--- config.mk ---
export PLATFORM = sky130hd
export DESIGN_NAME = ex_operand_stage
export DESIGN_NICKNAME = d
export VERILOG_FILES = /design/src/rtl/ex_operand_stage.sv
export SDC_FILE = /design/constraint.sdc
export NUM_CORES = 1
export LEC_CHECK = 0
export ABC_AREA = 1
export CAP_MARGIN = 5
export CORE_AREA = 2 2 145 147
export DETAILED_ROUTE_END_ITERATION = 16
export DIE_AREA = 0 0 147 149
export GPL_TIMING_DRIVEN = 0
export HOLD_SLACK_MARGIN = 0.1
export PLACE_DENSITY = 0.67
export SYNTH_ARGS = -nofsm -noshare
export SYNTH_HDL_FRONTEND = slang
export SYNTH_SLANG_ARGS = --single-unit
--- constraint.sdc ---
create_clock -name i_clk -period 2.5 [get_ports i_clk]
set_input_delay 0.625 -clock i_clk [delete_from_list [all_inputs] [get_ports i_clk]]
set_output_delay 0.625 -clock i_clk [all_outputs]
set_load 0.01 [all_outputs]
--- src/rtl/ex_operand_stage.sv ---
// ID/EX pipeline register with MEM/WB operand forwarding and ALU operand select.
// Define EX_OPERAND_FWD_EN to compile in the forwarding muxes; otherwise the register-file data is used directly.
module ex_operand_stage #(
  parameter int DATA_WIDTH     = 32,
  parameter int SEL_WIDTH      = 4,
  parameter int REG_ADDR_WIDTH = 5
) (
  input  logic                      i_clk,
  input  logic                      i_rst,
  input  logic                      i_stall,
  input  logic                      i_flush,
  input  logic                      i_id_valid,
  input  logic [DATA_WIDTH-1:0]     i_id_pc,
  input  logic [DATA_WIDTH-1:0]     i_id_rs1_data,
  input  logic [DATA_WIDTH-1:0]     i_id_rs2_data,
  input  logic [REG_ADDR_WIDTH-1:0] i_id_rs1_addr,
  input  logic [REG_ADDR_WIDTH-1:0] i_id_rs2_addr,
  input  logic [REG_ADDR_WIDTH-1:0] i_id_rd_addr,
  input  logic [DATA_WIDTH-1:0]     i_id_imm,
  input  logic [SEL_WIDTH-1:0]      i_id_alu_sel,
  input  logic                      i_id_src_a_pc,
  input  logic                      i_id_src_b_imm,
  input  logic                      i_id_reg_write,
  input  logic                      i_mem_reg_write,
  input  logic [REG_ADDR_WIDTH-1:0] i_mem_rd_addr,
  input  logic [DATA_WIDTH-1:0]     i_mem_result,
  input  logic                      i_wb_reg_write,
  input  logic [REG_ADDR_WIDTH-1:0] i_wb_rd_addr,
  input  logic [DATA_WIDTH-1:0]     i_wb_result,
  output logic [DATA_WIDTH-1:0]     o_src_a,
  output logic [DATA_WIDTH-1:0]     o_src_b,
  output logic [SEL_WIDTH-1:0]      o_alu_sel,
  output logic                      o_ex_valid,
  output logic [DATA_WIDTH-1:0]     o_ex_pc,
  output logic [DATA_WIDTH-1:0]     o_ex_store_data,
  output logic [REG_ADDR_WIDTH-1:0] o_ex_rd_addr,
  output logic                      o_ex_reg_write
);

  logic                         vld_p1;
  logic [DATA_WIDTH-1:0]        pc_p1;
  logic signed [DATA_WIDTH-1:0] rs1_data_p1;
  logic signed [DATA_WIDTH-1:0] rs2_data_p1;
  logic [REG_ADDR_WIDTH-1:0]    rs1_addr_p1;
  logic [REG_ADDR_WIDTH-1:0]    rs2_addr_p1;
  logic [REG_ADDR_WIDTH-1:0]    rd_addr_p1;
  logic signed [DATA_WIDTH-1:0] imm_p1;
  logic [SEL_WIDTH-1:0]         alu_sel_p1;
  logic                         src_a_pc_p1;
  logic                         src_b_imm_p1;
  logic                         reg_write_p1;

  logic signed [DATA_WIDTH-1:0] fwd_rs1;
  logic signed [DATA_WIDTH-1:0] fwd_rs2;

  // Stage p0 -> p1: ID/EX register; a bubble carries the same all-zero fields as reset.
  always_ff @(posedge i_clk) begin
    if (i_rst || i_flush) begin
      vld_p1       <= 1'b0;
      pc_p1        <= '0;
      rs1_data_p1  <= '0;
      rs2_data_p1  <= '0;
      rs1_addr_p1  <= '0;
      rs2_addr_p1  <= '0;
      rd_addr_p1   <= '0;
      imm_p1       <= '0;
      alu_sel_p1   <= '0;
      src_a_pc_p1  <= 1'b0;
      src_b_imm_p1 <= 1'b0;
      reg_write_p1 <= 1'b0;
    end else if (!i_stall) begin
      vld_p1       <= i_id_valid;
      pc_p1        <= i_id_pc;
      rs1_data_p1  <= i_id_rs1_data;
      rs2_data_p1  <= i_id_rs2_data;
      rs1_addr_p1  <= i_id_rs1_addr;
      rs2_addr_p1  <= i_id_rs2_addr;
      rd_addr_p1   <= i_id_valid ? i_id_rd_addr : '0;
      imm_p1       <= i_id_imm;
      alu_sel_p1   <= i_id_valid ? i_id_alu_sel : '0;
      src_a_pc_p1  <= i_id_src_a_pc;
      src_b_imm_p1 <= i_id_src_b_imm;
      reg_write_p1 <= i_id_reg_write & i_id_valid;
    end
  end

`ifdef EX_OPERAND_FWD_EN
  // MEM beats WB because it holds the younger result; x0 is hardwired zero and never forwarded.
  function automatic logic [DATA_WIDTH-1:0] fwd_pick(
    input logic [REG_ADDR_WIDTH-1:0] rs,
    input logic [DATA_WIDTH-1:0]     rf_data,
    input logic                      mem_we,
    input logic [REG_ADDR_WIDTH-1:0] mem_rd,
    input logic [DATA_WIDTH-1:0]     mem_res,
    input logic                      wb_we,
    input logic [REG_ADDR_WIDTH-1:0] wb_rd,
    input logic [DATA_WIDTH-1:0]     wb_res
  );
    logic [DATA_WIDTH-1:0] r;
    r = rf_data;
    if (rs != '0) begin
      if (mem_we && (mem_rd == rs))    r = mem_res;
      else if (wb_we && (wb_rd == rs)) r = wb_res;
    end
    return r;
  endfunction

  always_comb begin
    fwd_rs1 = fwd_pick(rs1_addr_p1, rs1_data_p1, i_mem_reg_write, i_mem_rd_addr,
                       i_mem_result, i_wb_reg_write, i_wb_rd_addr, i_wb_result);
    fwd_rs2 = fwd_pick(rs2_addr_p1, rs2_data_p1, i_mem_reg_write, i_mem_rd_addr,
                       i_mem_result, i_wb_reg_write, i_wb_rd_addr, i_wb_result);
  end
`else
  always_comb begin
    fwd_rs1 = rs1_data_p1;
    fwd_rs2 = rs2_data_p1;
  end

  // Without forwarding the hazard unit stalls every RAW, so these sources go nowhere.
  logic unused_fwd_srcs;
  assign unused_fwd_srcs = ^{i_mem_reg_write, i_mem_rd_addr, i_mem_result,
                             i_wb_reg_write, i_wb_rd_addr, i_wb_result,
                             rs1_addr_p1, rs2_addr_p1};
`endif

  // Stage p1 outputs: operand select feeds the ALU combinationally.
  always_comb begin
    o_src_a         = src_a_pc_p1  ? pc_p1  : fwd_rs1;
    o_src_b         = src_b_imm_p1 ? imm_p1 : fwd_rs2;
    o_ex_store_data = fwd_rs2;
    o_alu_sel       = alu_sel_p1;
    o_ex_valid      = vld_p1;
    o_ex_pc         = pc_p1;
    o_ex_rd_addr    = rd_addr_p1;
    o_ex_reg_write  = reg_write_p1 & vld_p1;
  end

endmodule

==> Flow_metrics.wiki <==
{| class="wikitable"
! Metric !! Value
|-
| Run status || finished, final reports clean
|-
| First-pass iteration count of the detailed router || 6
|-
| Reported leakage power || a little over 4 nW
|-
| TritonCTS clock tree || done
|-
| Final setup skew || 0 ns
|-
| Post-CTS Repair Setup Buffers || 0
|-
| Overall via count from detail_route || 6,333
|-
| Setup slack at placement || 0.0939 ns
|-
| Internal power summed over all cells || 4.20 mW
|-
| Layout cell share with drive strength beyond 1 || 15.2%
|-
| Max cap viols || 0
|-
| Critical path cell sequence || buf_4 > buf_4 > nand2_1 > o21ai_0 > clkdlybuf4s50_1
|-
| Portion of total power attributed to the clock network || a little over two fifths
|-
| Maximum number of pins on one net before global-route repair || 17
|-
| Number of sinks on the clock net || roughly 140
|-
| Count of cells along the worst hold path || 2
|-
| Std-Cell Rows || 53
|-
| Cell area after synthesis || roughly 0.006 mm^2
|-
| Total overflow reported by the global router || 0
|-
| Leading cell type in the layout, fill and taps excluded || sky130_fd_sc_hd__nand2_1
|-
| Count of mapped cells out of synthesis || 822
|-
| Worst-Margin Slew || roughly 0.53 ns
|-
| Relative contribution of sequential cells to total power || a little over two fifths
|-
| Tmin final || approximately 2.4 ns
|-
| Area used by sequential logic in the layout || 0.00282 mm^2
|-
| Maximum clock frequency || roughly 0.42 GHz
|-
| Net switching power || 1.40 mW
|-
| Worst R2R Path Depth || 3
|-
| Average cell area after synthesis || 7.47 um^2
|-
| Share of the clock period used by the worst path || between 90% and 100%
|-
| Final setup margin || 0.108 ns
|-
| Source-to-sink clock delay at the later pin of the worst-skew pair || between 0.4 and 0.5 ns
|-
| Final nets || 1,354
|-
| Number of distinct standard cells referenced by the synthesized netlist || 13
|-
| Worst min path class || reg2reg
|-
| Post-Place Cell Area || around 0.0093 mm^2
|-
| Via count normalized by instance count || between 4 and 5
|-
| Endpoint kind of the worst setup timing path || primary output
|-
| DIE AREA || between 0.02 and 0.025 mm^2
|-
| Warnings from Yosys || 0
|-
| Synthesized netlist net count || around 1,100
|-
| Net Sw Frac || between 20% and 30%
|-
| Placed wire-length estimate after detailed placement || about 16 mm
|-
| Worst voltage drop across the vdd grid || a little under 0.0004 V
|-
| Post-Route Hold Slack || around 0.46 ns
|-
| GRT Util Overall || just under 20%
|-
| Die span in y || 149 um
|-
| Cell at the slowest stage of the critical path || sky130_fd_sc_hd__clkdlybuf4s50_1
|-
| Area share of the leading cell type in the synthesized netlist || a little under half
|-
| Filler cells || roughly 2,000
|-
| Number of buffers added by the clock tree synthesis step || 17
|-
| Wire length of the first global-routing pass || 32.9 mm
|-
| Total negative slack || 0 ns
|-
| CP dominant cell by count || sky130_fd_sc_hd__buf_4
|-
| Category of the critical setup timing path || reg2out
|-
| Critical path data required time || ~1.9 ns
|-
| Final core occ || between 40% and 50%
|-
| Initial antenna violation count || 1
|-
| Final estimated routing congestion in global placement || 0.817
|-
| Placed Cells || roughly 1,400
|-
| RSZ-0062 raised after global routing || true
|-
| Clock slew at the register clock pins of the worst setup and hold paths || approximately 0.060 ns
|-
| Die extent in x || around 150 um
|-
| I/O pin count || 370
|-
| PD cells || around 560 mW/mm^2
|-
| Final standard cell count with taps included and fillers excluded || between 1,000 and 1,500
|-
| DRC violation count after routing || 0
|-
| Wire per inst || approximately 15 um
|-
| Max clock buf depth || 2
|-
| Hold Violations, Final || 0
|-
| Top cells by area, synth || sky130_fd_sc_hd__dfxtp_1 (46%), sky130_fd_sc_hd__nand2_1 (21%), sky130_fd_sc_hd__a21oi_2 (13%)
|-
| Worst rel slew slack || between 60% and 70%
|-
| Data arrival time of the critical path || 1.77 ns
|-
| Highest net fanout along the worst path || 10
|-
| FF+latch count, synth || between 100 and 150
|-
| DRT iter0 DRCs || roughly 250
|-
| Layout overhead on the synthesized area || 62.5%
|-
| Final WL || around 22 mm
|-
| DRT antenna net count || 0
|-
| Nature of the critical path startpoint || flip-flop
|-
| Final count of pins violating max slew || 0
|-
| Depth of the CTS H-tree || 4
|-
| Total of buffers placed on input and output ports || about 280
|-
| Post-layout power || ~5.6 mW
|-
| Hold bufs inserted after CTS || 0
|-
| Starting density of the core || ~30%
|-
| Top library cells by usage in the layout, fill and taps aside || sky130_fd_sc_hd__nand2_1 (337), sky130_fd_sc_hd__clkdlybuf4s50_1 (222), sky130_fd_sc_hd__dfxtp_1 (141)
|-
| Area of the multi-input gates || between 0.002 and 0.003 mm^2
|-
| Standard cell core area || ~0.021 mm^2
|-
| Vias in the first global route || between 6,000 and 7,000
|-
| Sequential share of the synthesized area || between 40% and 50%
|-
| Area of all placed cells without fillers || 0.00997 mm^2
|-
| Cell accounting for the most synthesized area || sky130_fd_sc_hd__dfxtp_1
|-
| Peak per-stage delay on the critical path || 0.58 ns
|-
| CTS root buffer || sky130_fd_sc_hd__clkbuf_16
|-
| Final setup vio count || 0
|-
| Logic gate share of total power || between 10% and 20%
|}
## cells in the mapped netlist (all sizes together)
cell and count:
nand2 337, a21oi 141, dfxtp 141, inv 66, o21ai 64, buf 42
clkbuf 20, nand3 10, or2 1
## cell type report
class,instances,share of cell area [%]
Timing Repair Buffer,282,28.7
Sequential cell,141,28.3
Multi-Input combinational cell,553,27.0
Clock buffer,22,4.86
Buffer,62,4.32
Tap cell,275,3.45
Inverter,66,2.48
Clock inverter,10,0.891
Antenna cell,1,0.0251
## repair_timing
action | in CTS | in global routing
gates cloned | 0 | 0
endpoints found under the setup margin | 64 | 30
gates resized for setup | 57 | 31
## routing by layer
metal	track usage (%)	vias to the layer above	part of all wire (%)
li1	-	3185	-
met1	23.5	2896	42
met2	32.8	232	48
met3	6.39	20	8.4
met4	5.34	0	1.3
met5	0	-	0
## power by group through the flow
| stage | Clock [mW] | Sequential (mW) | Combinational [mW] |
|---|---|---|---|
| detailed placement | 0 | 2.41 | 0.790 |
| floorplan | 0 | 2.42 | 0.311 |
| finish | 2.46 | 2.36 | 0.774 |
| global placement | 0 | 2.41 | 0.788 |
| CTS | 2.51 | 2.36 | 0.788 |
| global route | 2.61 | 2.37 | 0.841 |
## final timing paths
path                   to  slack (ns)          from
max            o_src_a[1]        0.11   src_a_pc_p1
max reg2reg  src_b_imm_p1        1.65  src_b_imm_p1
min          reg_write_p1        0.46  reg_write_p1
min reg2reg  reg_write_p1        0.46  reg_write_p1
## state kept, by name, indices dropped and copies added, names as in the netlist
register         cells
o_ex_pc             32
reg_write_p1         1
src_b_imm_p1         1
fwd_rs1             32
imm_p1              32
o_ex_store_data     32
o_alu_sel            4
src_a_pc_p1          1
o_ex_valid           1
o_ex_rd_addr         5
## worst max-delay path: cells and delay by family, from the launching register on
| family | cells | cell delay (ns) |
|---|---|---|
| AOI/OAI and AO/OA | 1 | 0.07 |
| buffers and inverters | 3 | 0.91 |
| DFF | 1 | 0.33 |
| and+or+nand+nor | 1 | 0.05 |
## kinds of logic (layout without fill, tap and decap cells)
kind of cell,count (synthesis),count (layout),synth area share (%)
other cells,0,1,0
simple gates,348,348,21.5
buf+inv,128,442,10.3
compound gates,205,205,22.2
flops,141,141,46.0
Note: power is estimated with default switching activity, not from simulation.
